**src/rtl/dma_desc_arbiter.sv**
```systemverilog
// rtl/dma_desc_arbiter.sv - round-robin arbiter feeding 5-word descriptors to a DMA descriptor slave
module dma_desc_arbiter #(
    parameter int          MAX_OUTSTANDING = 4,
    parameter logic [63:0] STATUS_ADDR     = 64'h6000
) (
    input  logic         clock,
    input  logic         reset,
    input  logic         Req0Empty,
    input  logic [115:0] Req0Data,
    output logic         Req0Pop,
    input  logic         Req1Empty,
    input  logic [115:0] Req1Data,
    output logic         Req1Pop,
    output logic         DCSChipSelect,
    output logic         DCSWrite,
    output logic [7:0]   DCSAddress,
    output logic [31:0]  DCSWriteData,
    output logic [3:0]   DCSByteEnable,
    output logic         DCSRead,
    input  logic         DCSWaitRequest,
    input  logic [31:0]  DCSReadData,
    input  logic         DmaDoneValid,
    output logic [3:0]   Outstanding,
    output logic         GrantId,
    output logic         CreditUnderflow
);

    typedef enum logic {IDLE, WRITE} state_t;

    localparam logic [3:0] MAX_CNT = 4'(MAX_OUTSTANDING);

    state_t       state, state_nxt;
    logic [115:0] hold;
    logic [2:0]   wordcnt;
    logic [3:0]   outstanding;
    logic         rr_ptr;
    logic         grant_id;
    logic         underflow;

    logic         credit_ok;
    logic         elig0, elig1;
    logic         grant;
    logic         grant_sel;
    logic         word_accept;

    // Only the length field and the 64-bit address of the hold register reach the bus
    logic         unused_bits;
    assign unused_bits = ^{DCSReadData, hold[115:111], hold[107:64]};

    assign credit_ok = (outstanding < MAX_CNT);
    assign elig0     = !Req0Empty && credit_ok;
    assign elig1     = !Req1Empty && credit_ok;

    // Next-state and grant decision; grants are suppressed while reset is asserted
    always_comb begin
        state_nxt   = state;
        grant       = 1'b0;
        grant_sel   = 1'b0;
        word_accept = 1'b0;
        case (state)
            IDLE: begin
                if (reset && (elig0 || elig1)) begin
                    grant     = 1'b1;
                    grant_sel = (elig0 && elig1) ? rr_ptr : elig1;
                    state_nxt = WRITE;
                end
            end
            WRITE: begin
                word_accept = !DCSWaitRequest;
                if (word_accept && wordcnt == 3'd4) begin
                    state_nxt = IDLE;
                end
            end
            default: state_nxt = IDLE;
        endcase
    end

    // Descriptor word selection; the length field is sent minus one with 3-bit wrap
    always_comb begin
        DCSWriteData = 32'd0;
        case (wordcnt)
            3'd0:    DCSWriteData = STATUS_ADDR[31:0];
            3'd1:    DCSWriteData = STATUS_ADDR[63:32];
            3'd2:    DCSWriteData = hold[31:0];
            3'd3:    DCSWriteData = hold[63:32];
            default: DCSWriteData = {29'd0, hold[110:108] - 3'd1};
        endcase
    end

    assign Req0Pop         = grant && !grant_sel;
    assign Req1Pop         = grant && grant_sel;
    assign DCSWrite        = (state == WRITE);
    assign DCSChipSelect   = (state == WRITE);
    assign DCSAddress      = {3'd0, wordcnt, 2'd0};
    assign DCSByteEnable   = 4'hf;
    assign DCSRead         = 1'b0;
    assign Outstanding     = outstanding;
    assign GrantId         = grant_id;
    assign CreditUnderflow = underflow;

    // State, hold register, word counter, round-robin pointer and credit tracking
    always_ff @(posedge clock) begin
        if (!reset) begin
            state       <= IDLE;
            hold        <= '0;
            wordcnt     <= 3'd0;
            outstanding <= 4'd0;
            rr_ptr      <= 1'b0;
            grant_id    <= 1'b0;
            underflow   <= 1'b0;
        end else begin
            state <= state_nxt;
            if (grant) begin
                hold     <= grant_sel ? Req1Data : Req0Data;
                grant_id <= grant_sel;
                rr_ptr   <= ~grant_sel;
                wordcnt  <= 3'd0;
            end else if (word_accept) begin
                wordcnt <= wordcnt + 3'd1;
            end
            case ({grant, DmaDoneValid})
                2'b10: outstanding <= outstanding + 4'd1;
                2'b01: begin
                    if (outstanding == 4'd0) begin
                        underflow <= 1'b1;
                    end else begin
                        outstanding <= outstanding - 4'd1;
                    end
                end
                default: outstanding <= outstanding;
            endcase
        end
    end

endmodule

```
**config.mk**
```make
export PLATFORM = sky130hd
export DESIGN_NAME = dma_desc_arbiter
export DESIGN_NICKNAME = d
export VERILOG_FILES = /design/src/rtl/dma_desc_arbiter.sv
export SDC_FILE = /design/constraint.sdc
export NUM_CORES = 1
export LEC_CHECK = 0
export BUFFER_PORTS_ARGS = -buffer_cell sky130_fd_sc_hd__buf_2
export CAP_MARGIN = 20
export CORE_AREA = 2 2 127 129
export DETAILED_ROUTE_END_ITERATION = 7
export DIE_AREA = 0 0 129 131
export HOLD_SLACK_MARGIN = 0.03
export PLACE_DENSITY = 0.57
export RECOVER_POWER = 50
export SLEW_MARGIN = 20
export SYNTH_ARGS = -nofsm -noshare
export SYNTH_HDL_FRONTEND = slang
export SYNTH_SLANG_ARGS = --single-unit
```
**constraint.sdc**
```tcl
create_clock -name clock -period 4.38 [get_ports clock]
set_clock_uncertainty 0.15 [all_clocks]
set_input_delay 0.219 -clock clock [delete_from_list [all_inputs] [get_ports clock]]
set_output_delay 0.219 -clock clock [all_outputs]
set_load 0.01 [all_outputs]
```
== After elaboration in Yosys (flattened, before gate mapping) ==
Cells that the tools add are included.
Word-level totals
  register bits: 122
  output and inout bits: 55
  logic and storage cells: 52
Operators by class
  reductions and logical operators: 18
  $add $sub $neg: 4
  equal/unequal tests: 7
  bitwise gates (word level): 3
  $lt $le $gt $ge: 1
  mux-type cells: 12
Operator list (number)
  $pmux 32 s4: 1
  $mux 111: 1
  $pmux 4 s2: 1
  $logic_and 1x1->1: 7
  $mux 1: 7
  $eq 3x2->1 const B: 2
  $add 4x1->4 const B: 1
  $logic_not 1->1: 4
  $logic_not 4->1: 1
  $lt 4x3->1 const B: 1
  $mux 4: 1
  $reduce_and 2->1: 2
  $sub 4x1->4 const B: 1
  $add 3x1->3 const B: 1
  $eq 3x1->1 const B: 1
  $eq 3x3->1 const B: 1
  $logic_not 3->1: 1
  $not 1->1: 3
  $sub 3x1->3 const B: 1
  $eq 2x1->1 const B: 1
  $eq 2x2->1 const B: 1
  $ne 2x2->1 const B: 1
  $pmux 1 s2: 1
  $reduce_bool 2->1: 1
  other kinds (2): 2

== Logic depth before layout (Yosys ltp) ==
Gate-level depths: netlist of the first run.
  depth after elaboration: 9
  mapped depth: 11
  mapped depth without buffers: 8

== Least setup slack after synthesis of the first run ==
No wires, ideal clock.
  kind: reg-to-reg
  start point: reg outstanding[3] (netlist: Outstanding[3])
  end point: reg outstanding[2] (netlist: Outstanding[2])
  arrival: 2341 ps
  clock period less this slack: 2614 ps
  setup time: 124 ps
  path slack: 1766 ps
  required time: 4106 ps
  cell stages (with the launch flop): 11
  cell sequence: dfxtp_1 > or4b_4 > a21o_1 > buf_2 > clkbuf_1 > nand2_1 > xnor2_1 > ha_1 > nor4b_1 > a22oi_1 > mux2i_1
Between the ends
  longest elaborated chain between the ends: 9
  elaborated cells on any way between the ends: 14
  classes of those cells: 1 x order compare; 3 x eq/ne; 3 x mux; 7 x reduce/logical
Ends and longest elaborated chain
  from (decl): line 35  | logic [3:0] outstanding;
  from (signal assigned): line 122  | 2'b10: outstanding <= outstanding + 4'd1;
  from (signal assigned): line 127  | outstanding <= outstanding - 4'd1;
  from (signal assigned): line 130  | default: outstanding <= outstanding;
  $lt 4x3->1: line 50  | assign credit_ok = (outstanding < MAX_CNT);
  $logic_and 1x1->1, on equally long branches: line 51, 52
  $logic_or 1x1->1: line 62  | if (reset && (elig0 || elig1)) begin
  $logic_and 1x1->1: line 62
  $mux 1: line 62
  $mux 1: line 60  | case (state)
  $eq 2x1->1 or $eq 2x2->1 (tied branches): line 121  | case ({grant, DmaDoneValid})
  $ne 2x2->1 (no source line) or $reduce_bool 2->1 (tied branches)
  $reduce_and 2->1 (no source line)
Several ways; a longest one is shown, not always the timed one.
A chain may end at the register's enable or synchronous reset.

== Worst setup path in the final report of the first run ==
  start point: in reset
  end point: reg hold[59]
Between the ends
  longest elaborated chain between the ends: 4
  elaborated cells on any way between the ends: 6
  classes of those cells: 5 x mux; 1 x reduce/logical
Ends and longest elaborated chain
  from (decl): line 7  | input logic reset,
  $logic_and 1x1->1: line 62
  $mux 1: line 62
  $mux 1: line 60
  $mux 111: line 114  | hold <= grant_sel ? Req1Data : Req0Data;
  to (signal assigned): line 114
  to (decl): line 33  | logic [115:0] hold;
Several ways; a longest one is shown, not always the timed one.

==> metrics.csv, run 1 <==
stage,metric,value,unit
flow_run,number of max-cap violations,1,
synthesis,Yosys cell types,36,
sta,endpoints failing setup,0,
synthesis,Mapped Cells,385,
placed_design,Final HPWL DP,8.86,mm
clock_tree,Clock Pin Slew Worst Setup and Hold Paths,60,ps
clock_tree,CTS tree,built,
synthesis,Syn Std Cell Area,0.00367,mm^2
route,TritonRoute pass-1 iters,6,
floorplan,Starting Density,23.5,%
placed_design,IO Port Bufs,184,
pwr,pwr/cell area,434,mW/mm^2
clock_tree,Max clock buf depth,2,
setup_path,crit path DAT,3560,ps
setup_path,WP data required,4490,ps
sta,TNS Setup,0,ps
sta,Max Fclk,290,MHz
floorplan,die area,0.0169,mm^2
synthesis,Yosys warnings,0,
placed_design,RePlAce Congestion,0.709,
clock_tree,post-cts repair resize count,0,
sta,unrepaired setup endpoints after global routing,no,
sta,Slew HR,-5.06,%
global_route,vias in the first global route,4276,
clock_tree,Hold Buf Count CTS,129,
floorplan,Core ar.,0.0156,mm^2
global_route,first-pass GRT wire length,21.4,mm
synthesis,Post-synth EDFFs,0,
route,wire per inst,16.1,um
route,DR vias,4332,
sta,"Slew Viols, Final",31,
route,Post-DRT Antenna Nets,0,
synthesis,Mean Syn Cell Area,9.54,um^2
placed_design,worst slack at placement,1530,ps
synthesis,ys async rst share,0,%
synthesis,"top cells by area, synth","dfxtp_1 43%, a222oi_1 14%, nor2b_1 9.4%, a22o_1 6.4%, nand2_1 4.4%",
synthesis,share of the synthesized area in the top cell type,42.5,%
floorplan,row count,46,
route,vias per cell,4.83,
setup_path,Setup crit start,reset,
clock_tree,clk sink count,78,
cells_and_area,layout cells sized above 1,24.6,%
hold_path,hold_sp,Req0Data[14],
clock_tree,Post CTS Setup Buffer Count,0,
sta,final worst slack,931,ps
setup_path,Crit Path Max Fanout,80,
sta,"Period Utilization, post-route",78.8,%
status,failing checks,"capacitance limit, slew limit",
global_route,pin count of the biggest net entering global routing,81,
synthesis,Yosys top cell by area,dfxtp_1,
setup_path,WS Path Type,in2reg,
cells_and_area,Layout area overhead,69.2,%
synthesis,most frequent cell after synthesis,dfxtp_1,
placed_design,Placement Cell Area,0.00470,mm^2
clock_tree,Worst-Skew Late Latency,330,ps
hold_path,Hold Path Class,in2reg,
synthesis,#FFs+latches synth,78,
global_route,initial antenna violation count,2,
sta,final hold vios,0,
setup_path,max incr delay on CP,1020,ps
setup_path,CP bufs+invs,4,
sta,Final min period,3450,ps
setup_path,CP Cell Sequence,buf_2 > clkbuf_2 > nand2b_1 > a2111oi_0 > buf_4 > a222oi_1 > dlygate4sd3_1 > nor2b_1,
clock_tree,number of buffers created by CTS,9,
synthesis,list of most frequent post-synthesis cells,"78 x dfxtp_1, 55 x nor2b_1, 50 x a222oi_1",
clock_tree,Root Driver,clkbuf_16,
setup_path,CP Launch Type,input port,
floorplan,die width,129,um
setup_path,crit-path leading delay family,buffers and inverters,
synthesis,"Seq/Total Area, Yosys",42.5,%
route,drt initial violations,355,
global_route,global route overflow,0,
sta,worst hold slack,45.3,ps
route,post-route DRC violation count,0,
clock_tree,htree depth,3,
pwr,VDD IR max,0.230,mV
pwr,P_leak,2.55,nW
setup_path,CP max-delay cell,clkbuf_2,
sta,Slew @ Worst Pin,1570,ps
cells_and_area,"Design Area, Final",0.00621,mm^2
route,total wire length,14.4,mm
floorplan,Die Height,131,um
floorplan,IO Count,325,
setup_path,reg-to-reg startpoint,Outstanding[2]$_SDFFE_PN0P_,
setup_path,CP endpoint kind,register,
status,status,"complete, but fails checks",
synthesis,ys flop type,dfxtp_1,
cells_and_area,Nets,951,
global_route,overall global routing resource usage,16.3,%
## layer usage
layer	vias up	wire [um]	GRT usage [%]
met2	184	7080	29.2
met3	13	975	3.99
li1	2047	-	-
met4	0	142	4.28
met5	-	0	0
met1	2088	6210	19.5
## cell families (layout without fill, tap and decap cells)
| logic type | after synthesis | count (layout) | share of synthesized area, % |
|---|---|---|---|
| AO/OA/AOI/OAI | 119 | 119 | 28.4 |
| XOR/XNOR | 4 | 4 | 0.954 |
| adder cells (fa/ha/maj) | 7 | 7 | 2.38 |
| buffers and inverters | 55 | 341 | 7.97 |
| flip-flops | 78 | 78 | 42.5 |
| multiplexers | 2 | 2 | 0.545 |
| other | 2 | 12 | 0.205 |
| AND/OR/NAND/NOR | 118 | 118 | 17.0 |
## worst register-to-register path, cell delays in order, from the launching register on
cell	delay, ps
dfxtp_1	360
or4b_1	590
nor3_1	220
buf_4	620
a222oi_1	260
dlygate4sd3_1	640
nor2b_1	140
## path summary, 6_finish.rpt
path	end	slack (ps)	cells past startpoint
max reg2reg	hold[59]$_SDFFE_PN0P_	1310	6
min reg2reg	Outstanding[3]$_SDFFE_PN0P_	330	2
max	hold[59]$_SDFFE_PN0P_	930	8
min	hold[14]$_SDFFE_PN0P_	50	3
## per-stage QoR
step	util (%)	std cells	power [mW]
2_1_floorplan	-	393	1.42
3_3_place_gp	30.1	750	1.62
3_5_place_dp	30.1	750	1.65
4_1_cts	40.4	895	2.73
5_1_grt	39.8	897	2.85
6_report	39.8	897	2.70
## flip-flops by register name (all words and copies together) (netlist names)
signal and flops:
GrantId 1, hold 67, CreditUnderflow 1, wordcnt 3, rr_ptr 1, DCSChipSelect 1
Outstanding 4
## power by group
part | switching (mW) | total [mW] | internal (mW) | leakage (nW)
sequential | 0.111 | 0.964 | 0.854 | 0.639
combinational | 0.416 | 0.926 | 0.510 | 1.75
clock | 0.292 | 0.806 | 0.513 | 0.157
total | 0.819 | 2.70 | 1.88 | 2.55
## cells in the final DEF (no fill, tap or decap), types with 3 or more instances in the layout
master           n
dfxtp_1         78
a32oi_1         16
a22o_1          27
nand2_1         43
conb_1          10
a21oi_1          7
dlygate4sd3_1  129
a222oi_1        50
nor2b_1         54
buf_2          145
nor2_1           8
clkbuf_16        9
clkbuf_1        42
inv_1            6
a22oi_1          4
o21ai_0          6
ha_1             7
xnor2_1          3
nand2b_1         3
buf_4            4
## layout make-up
class	instances	area, um^2
Antenna cell	2	5.00
Sequential cell	78	1560
Tap cell	216	270
Clock buffer	12	246
Inverter	6	22.5
Multi-Input combinational cell	260	1840
Timing Repair Buffer	319	2200
Clock inverter	4	70.1
Fill cell	1578	9380
Note: power is estimated with default switching activity, not from simulation.
==> run 2: changes to the inputs <==
--- a/config.mk
+++ b/config.mk
@@ -7,11 +7,11 @@
 export LEC_CHECK = 0
 export BUFFER_PORTS_ARGS = -buffer_cell sky130_fd_sc_hd__buf_2
 export CAP_MARGIN = 20
-export CORE_AREA = 2 2 127 129
+export CORE_AREA = 2 2 124 126
 export DETAILED_ROUTE_END_ITERATION = 7
-export DIE_AREA = 0 0 129 131
+export DIE_AREA = 0 0 126 128
 export HOLD_SLACK_MARGIN = 0.03
-export PLACE_DENSITY = 0.57
+export PLACE_DENSITY = 0.59
 export RECOVER_POWER = 50
 export SLEW_MARGIN = 20
 export SYNTH_ARGS = -nofsm -noshare
==> constraint.sdc (replaced) <==
create_clock -name clock -period 3.4 [get_ports clock]
set_clock_uncertainty 0.15 [all_clocks]
set_input_delay 0.17 -clock clock [delete_from_list [all_inputs] [get_ports clock]]
set_output_delay 0.17 -clock clock [all_outputs]
set_load 0.01 [all_outputs]
==> run 2 against run 1 <==
Net effect:
- the run now ends clean
- non-clock buffer count up 7
- utilization increased by 2.4 points
- routed wire length is 1.5% higher
- clock-buffer cell count unchanged
- clock power rose by 30%
- cell area up 1.1%
- power rose by 31%
- sequential power is 29% higher
- critical path type is now reg2reg
- largest cell class unchanged
- largest power group unchanged
==> metrics.csv, run 2 (synthesis gave the netlist of run 1 again) <==
stage,metric,value,unit,change
status,status,"complete, no violations",,
sta,final hold vios,0,,unchanged
floorplan,Core ar.,0.0149,mm^2,-4.7%
floorplan,row count,45,,-2.2%
flow_run,number of max-cap violations,0,,-1
sta,Final min period,3100,ps,
pwr,VDD IR max,0.511,mV,+120%
route,Post-DRT Antenna Nets,0,,unchanged
clock_tree,Post CTS Setup Buffer Count,0,,unchanged
sta,Slew HR,41.7,%,+47 points
global_route,first-pass GRT wire length,22.6,mm,+5.3%
setup_path,CP endpoint kind,register,,
clock_tree,Max clock buf depth,2,,unchanged
setup_path,Crit Path Max Fanout,75,,-6.3%
floorplan,die area,0.0161,mm^2,-4.6%
placed_design,Final HPWL DP,8.83,mm,-0.26%
global_route,overall global routing resource usage,17.6,%,+1.4 points
floorplan,Die Height,128,um,-2.3%
sta,"Period Utilization, post-route",91.1,%,
route,total wire length,14.6,mm,+1.5%
route,vias per cell,5.05,,+4.5%
floorplan,IO Count,325,,unchanged
clock_tree,number of buffers created by CTS,9,,unchanged
pwr,overall power,3.53,mW,+31%
cells_and_area,Non-Filler Instances,874,,-2.6%
clock_tree,clk sink count,78,,unchanged
placed_design,Placed Instances,723,,-3.6%
global_route,global route overflow,0,,unchanged
route,TritonRoute pass-1 iters,6,,unchanged
clock_tree,CTS tree,built,,
route,post-route DRC violation count,0,,unchanged
global_route,pin count of the biggest net entering global routing,81,,unchanged
sta,endpoints failing setup,0,,unchanged
sta,Slew @ Worst Pin,875,ps,-694 ps
global_route,initial antenna violation count,1,,-1
cells_and_area,Layout area overhead,71.1,%,
route,drt initial violations,407,,+15%
sta,Max Fclk,323,MHz,
setup_path,flop-to-flop setup slack,300,ps,-1010 ps
setup_path,WS Path Type,reg2reg,,
cells_and_area,Util after Layout,42.3,%,+2.4 points
cells_and_area,Nets,958,,+0.74%
hold_path,Hold Path Class,in2reg,,
cells_and_area,Biggest register,hold,,
placed_design,Placement Cell Area,0.00466,mm^2,-0.69%
route,wire per inst,16.7,um,+4.2%
cells_and_area,"Design Area, Final",0.00628,mm^2,+1.1%
setup_path,CP Cell Sequence,or4b_1 > a21o_2 > buf_4 > a222oi_1 > dlygate4sd3_1 > nor2b_1,,
cells_and_area,Largest register FFs,67,,unchanged
clock_tree,Worst-Skew Late Latency,340,ps,about the same
placed_design,RePlAce Congestion,0.759,,+7.1%
placed_design,worst slack at placement,980,ps,-547 ps
placed_design,IO Port Bufs,184,,unchanged
clock_tree,Root Driver,clkbuf_16,,
sta,unrepaired setup endpoints after global routing,no,,
cells_and_area,most frequent cells in the layout,"144 x buf_2, 135 x dlygate4sd3_1, 78 x dfxtp_1, 54 x nor2b_1, 50 x a222oi_1",,
clock_tree,Clock Pin Slew Worst Setup and Hold Paths,60,ps,about the same
cells_and_area,Filler Cell Count,1463,,-7.3%
sta,worst hold slack,58.1,ps,+12.8 ps
setup_path,max incr delay on CP,640,ps,-380 ps
sta,final worst slack,302,ps,-629 ps
setup_path,WP data required,3480,ps,-1010 ps
cells_and_area,layout cells sized above 1,24.8,%,+0.22 points
setup_path,CP Launch Type,register,,
floorplan,Starting Density,24.7,%,+1.2 points
floorplan,die width,126,um,-2.3%
setup_path,crit path DAT,3180,ps,-380 ps
global_route,vias in the first global route,4586,,+7.2%
sta,"Slew Viols, Final",0,,-100%
sta,TNS Setup,0,ps,unchanged
cells_and_area,"commonest non-fill, non-tap cell in the layout",buf_2,,
clock_tree,htree depth,3,,unchanged
route,DR vias,4412,,+1.8%
pwr,pwr/cell area,562,mW/mm^2,+30%
setup_path,CP max-delay cell,or4b_1,,
pwr,P_leak,2.57,nW,+1.0%
clock_tree,post-cts repair resize count,0,,unchanged
-- run 2: final cells by class --
type | instances | area [um^2] | area share [%]
Clock inverter | 3 | 67.6 | 1.08
Timing Repair Buffer | 326 | 2270 | 36.1
Multi-Input combinational cell | 260 | 1870 | 29.7
Clock buffer | 12 | 256 | 4.08
Tap cell | 188 | 235 | 3.74
Inverter | 6 | 22.5 | 0.358
Antenna cell | 1 | 2.50 | 0.0398
Sequential cell | 78 | 1560 | 24.9
-- run 2: worst paths after layout --
| check | startpoint | end | depth (start not counted) |
|---|---|---|---|
| worst min-delay path | DmaDoneValid | Outstanding[1]$_SDFFE_PN0P_ | 3 |
| worst max-delay path | Outstanding[2]$_SDFFE_PN0P_ | hold[38]$_SDFFE_PN0P_ | 6 |
| worst max register to register | Outstanding[2]$_SDFFE_PN0P_ | hold[38]$_SDFFE_PN0P_ | 6 |
| worst min register to register | hold[19]$_SDFFE_PN0P_ | hold[19]$_SDFFE_PN0P_ | 2 |
-- run 2: report_power, final --
group / total, mW / switching, mW / internal (mW) / leakage [nW]
combinational: 1.24 / 0.556 / 0.679 / 1.78
sequential: 1.24 / 0.142 / 1.10 / 0.639
clock: 1.05 / 0.375 / 0.679 / 0.155
total: 3.53 / 1.07 / 2.46 / 2.57
-- run 2: layer usage --
layer  vias up  track usage, %  part of all wire [%]
met4         0            7.05                   1.4
met5         -               0                     0
li1       2059               -                     -
met2       173            32.0                    51
met3        13            4.01                   6.4
met1      2167            20.0                    41
-- run 2: what timing repair did --
| action | 4_1_cts | 5_1_grt |
|---|---|---|
| hold buffers | 135 | 0 |
| endpoints found under the hold margin | 68 | 0 |
| setup endpoints to repair | 0 | 0 |
-- run 2: worst max-delay path, delay by kind of cell, from the launching register on --
family	cells	cell delay (ps)
buffers and inverters	2	980
AO/OA/AOI/OAI	2	720
AND/OR/NAND/NOR	2	690
flip-flops	1	370
==> run 3: changes to the inputs <==
--- a/config.mk
+++ b/config.mk
@@ -5,11 +5,12 @@
 export SDC_FILE = /design/constraint.sdc
 export NUM_CORES = 1
 export LEC_CHECK = 0
+export ABC_AREA = 1
 export BUFFER_PORTS_ARGS = -buffer_cell sky130_fd_sc_hd__buf_2
 export CAP_MARGIN = 20
-export CORE_AREA = 2 2 124 126
+export CORE_AREA = 2 2 125 127
 export DETAILED_ROUTE_END_ITERATION = 7
-export DIE_AREA = 0 0 126 128
+export DIE_AREA = 0 0 127 129
 export HOLD_SLACK_MARGIN = 0.03
 export PLACE_DENSITY = 0.59
 export RECOVER_POWER = 50
==> run 3 against run 2 <==
Net effect:
- combinational power is 44% higher
- worst setup slack worse by 120 ps
- non-clock buffer count is 5 higher
- synthesized cell count is 39% higher
- critical path type is now in2reg
- via count is 6.9% higher
==> metrics.csv, run 3 <==
stage,metric,value,unit,change
synthesis,Mapped Cells,536,,+39%
floorplan,die area,0.0164,mm^2,+1.6%
route,DR vias,4717,,+6.9%
cells_and_area,Non-Filler Instances,1033,,+18%
global_route,pin count of the biggest net entering global routing,32,,-60%
synthesis,Mean Syn Cell Area,7.12,um^2,-25%
pwr,pwr/cell area,639,mW/mm^2,+14%
pwr,sw frac,34.4,%,+4.0 points
sta,"Slew Viols, Final",0,,unchanged
cells_and_area,"commonest non-fill, non-tap cell in the layout",buf_2,,
synthesis,Syn Std Cell Area,0.00382,mm^2,+4.0%
hold_path,Hold Path Class,in2reg,,
sta,endpoints failing setup,0,,unchanged
sta,worst hold slack,94.4,ps,+36.3 ps
clock_tree,htree depth,3,,unchanged
floorplan,row count,45,,unchanged
synthesis,Post-synth EDFFs,0,,unchanged
synthesis,Yosys warnings,0,,unchanged
cells_and_area,Nets,1119,,+17%
placed_design,IO Port Bufs,184,,unchanged
synthesis,list of most frequent post-synthesis cells,"90 x inv_1, 80 x nand2_1, 78 x dfxtp_1",,
setup_path,RR Endpoint,hold[7]$_SDFFE_PN0P_,,
floorplan,IO Count,325,,unchanged
pwr,Comb power frac,43.3,%,+8.3 points
placed_design,Final HPWL DP,9.43,mm,+6.7%
setup_path,WS Path Type,in2reg,,
synthesis,share of the synthesized area in the top cell type,40.9,%,-1.6 points
sta,Slew @ Worst Pin,846,ps,-28.8 ps
cells_and_area,Layout area overhead,69.6,%,
setup_path,reg-to-reg startpoint,DCSChipSelect$_SDFF_PN0_,,
sta,"Period Utilization, post-route",94.7,%,+3.6 points
status,status,"complete, no violations",,
setup_path,crit path DAT,3310,ps,+130 ps
setup_path,CP endpoint kind,register,,
cells_and_area,Largest register FFs,67,,unchanged
route,TritonRoute pass-1 iters,4,,-2
setup_path,Setup crit end,hold[7]$_SDFFE_PN0P_,,
clock_tree,CTS tree,built,,
pwr,P_sw,1.42,mW,+32%
setup_path,max incr delay on CP,610,ps,-30 ps
global_route,overall global routing resource usage,18.1,%,+0.46 points
pwr,Seq pwr share,33.5,%,-1.7 points
global_route,vias in the first global route,4663,,+1.7%
clock_tree,Post CTS Setup Buffer Count,0,,unchanged
placed_design,RePlAce Congestion,0.781,,+2.9%
setup_path,CP max-delay cell,nor2_4,,
synthesis,ys flop type,dfxtp_1,,
synthesis,"Seq/Total Area, Yosys",40.9,%,-1.6 points
sta,Max Fclk,310,MHz,-3.8%
synthesis,#FFs+latches synth,78,,unchanged
global_route,initial antenna violation count,0,,-1
placed_design,worst slack at placement,900,ps,-79.5 ps
clock_tree,number of buffers created by CTS,9,,unchanged
placed_design,Placed Instances,883,,+22%
floorplan,Starting Density,25.5,%,+0.78 points
setup_path,WP data required,3490,ps,about the same
setup_path,"Top cell by count, worst path",dlygate4sd3_1,,
pwr,total internal power,2.72,mW,+11%
setup_path,Setup crit start,reset,,
sta,Slew HR,43.6,%,+1.9 points
setup_path,CP Launch Type,input port,,
global_route,first-pass GRT wire length,23.2,mm,+2.6%
sta,Final min period,3220,ps,+123 ps
pwr,VDD IR max,0.252,mV,-51%
synthesis,most frequent cell after synthesis,inv_1,,
clock_tree,Root Driver,clkbuf_16,,
setup_path,flop-to-flop setup slack,330,ps,+30 ps
setup_path,Crit Path Max Fanout,21,,-72%
route,wire per inst,14.7,um,-12%
clock_tree,Worst-Skew Late Latency,330,ps,about the same
cells_and_area,most frequent cells in the layout,"143 x buf_2, 136 x dlygate4sd3_1, 90 x inv_1, 80 x nand2_1, 78 x dfxtp_1",,
floorplan,die width,127,um,+0.79%
floorplan,Die Height,129,um,+0.78%
floorplan,Core ar.,0.0150,mm^2,+0.76%
route,vias per cell,4.57,,-9.5%
sta,unrepaired setup endpoints after global routing,no,,
cells_and_area,layout cells sized above 1,20.8,%,-4.0 points
synthesis,ys async rst share,0,%,unchanged
sta,final hold vios,0,,unchanged
synthesis,Yosys cell types,32,,-11%
global_route,global route overflow,0,,unchanged
clock_tree,Clock Pin Slew Worst Setup and Hold Paths,60,ps,about the same
flow_run,number of max-cap violations,0,,unchanged
synthesis,Yosys top cell by area,dfxtp_1,,
clock_tree,clk sink count,78,,unchanged
cells_and_area,Biggest register,hold,,
setup_path,CP Cell Sequence,dlygate4sd3_1 > buf_2 > inv_1 > nor2_1 > nand3_2 > nor2_4 > buf_4 > a22oi_1 > dlygate4sd3_1 > o21ai_0,,
clock_tree,Max clock buf depth,2,,unchanged
setup_path,FF-to-FF path depth,7,,+1
pwr,clock share of power,23.2,%,-6.7 points
synthesis,"top cells by area, synth","dfxtp_1 41%, o22ai_1 10%, inv_1 8.8%, nand2_1 7.9%, o21ai_0 7.9%",,
route,Post-DRT Antenna Nets,0,,unchanged
pwr,P_leak,2.98,nW,+16%
sta,TNS Setup,0,ps,unchanged
route,total wire length,15.1,mm,+3.6%
cells_and_area,n_diodes,0,,-1
route,drt initial violations,151,,-63%
route,post-route DRC violation count,0,,unchanged
sta,final worst slack,179,ps,-123 ps
## run 3: repair_timing
action                                 4_1_cts  5_1_grt
resized for setup                            0        1
setup endpoints to repair                    0        3
hold buffers                               136        0
endpoints found under the hold margin       69        0
## run 3: critical path, delay by kind of cell
kind                   cells  cell delay [ps]
AO/OA/AOI/OAI              2              230
AND/OR/NAND/NOR            3             1220
buffers and inverters      5             1680
## run 3: kinds of logic after synthesis
group                      after synthesis  share of synthesized area, %
AOI/OAI and AO/OA                      160                          24.9
other                                    2                         0.197
buffers and inverters                  137                          15.2
xor gates and xnor gates                 3                         0.688
DFF                                     78                          40.9
and+or+nand+nor                        149                          15.8
adders and majority gates                7                          2.29
## run 3: how the worst min path moves through the flow
stage	startpoint	end	slack, ps	depth (start not counted)
after floorplan	Req0Data[20]	hold[20]$_SDFFE_PN0P_	130	2
after global placement	Req0Data[20]	hold[20]$_SDFFE_PN0P_	230	3
after detailed placement	Req0Data[20]	hold[20]$_SDFFE_PN0P_	220	3
after CTS	Req1Data[52]	hold[52]$_SDFFE_PN0P_	80	3
after global routing	Req1Data[52]	hold[52]$_SDFFE_PN0P_	90	3
final	DmaDoneValid	Outstanding[1]$_SDFFE_PN0P_	90	4
## run 3: layer usage
metal,wire (um),share of wire (%),vias up,track usage [%]
met2,7120,47,160,30.7
met3,909,6.0,20,5.07
met5,0,0,-,0
met4,252,1.7,0,5.75
met1,6860,45,2177,22.3
li1,-,-,2360,-
## run 3: per-stage QoR
step                power [mW]  cell area [um^2]  utilization [%]
floorplan                 2.28              3850                -
global placement          2.70              4880             32.6
detailed placement        2.72              4880             32.6
CTS                       4.18              6540             43.6
global route              4.45              6470             43.2
finish                    4.14              6470             43.2
## run 3: cell type report
class,count,area [um^2]
flip-flops and latches,78,1560
inverters,93,350
fillers,1527,8500
well taps,188,235
clock inverters,1,30.0
repair buffers,331,2320
multi-input cells,329,1720
clock buffers,13,260
## run 3: power by group through the flow
stage               sequential (mW)  combinational, mW  clock [mW]
CTS                            1.38               1.79        1.00
detailed placement             1.40               1.32           0
finish                         1.39               1.79       0.961
floorplan                      1.39              0.884           0
global placement               1.39               1.31           0
global route                   1.42               2.00        1.03
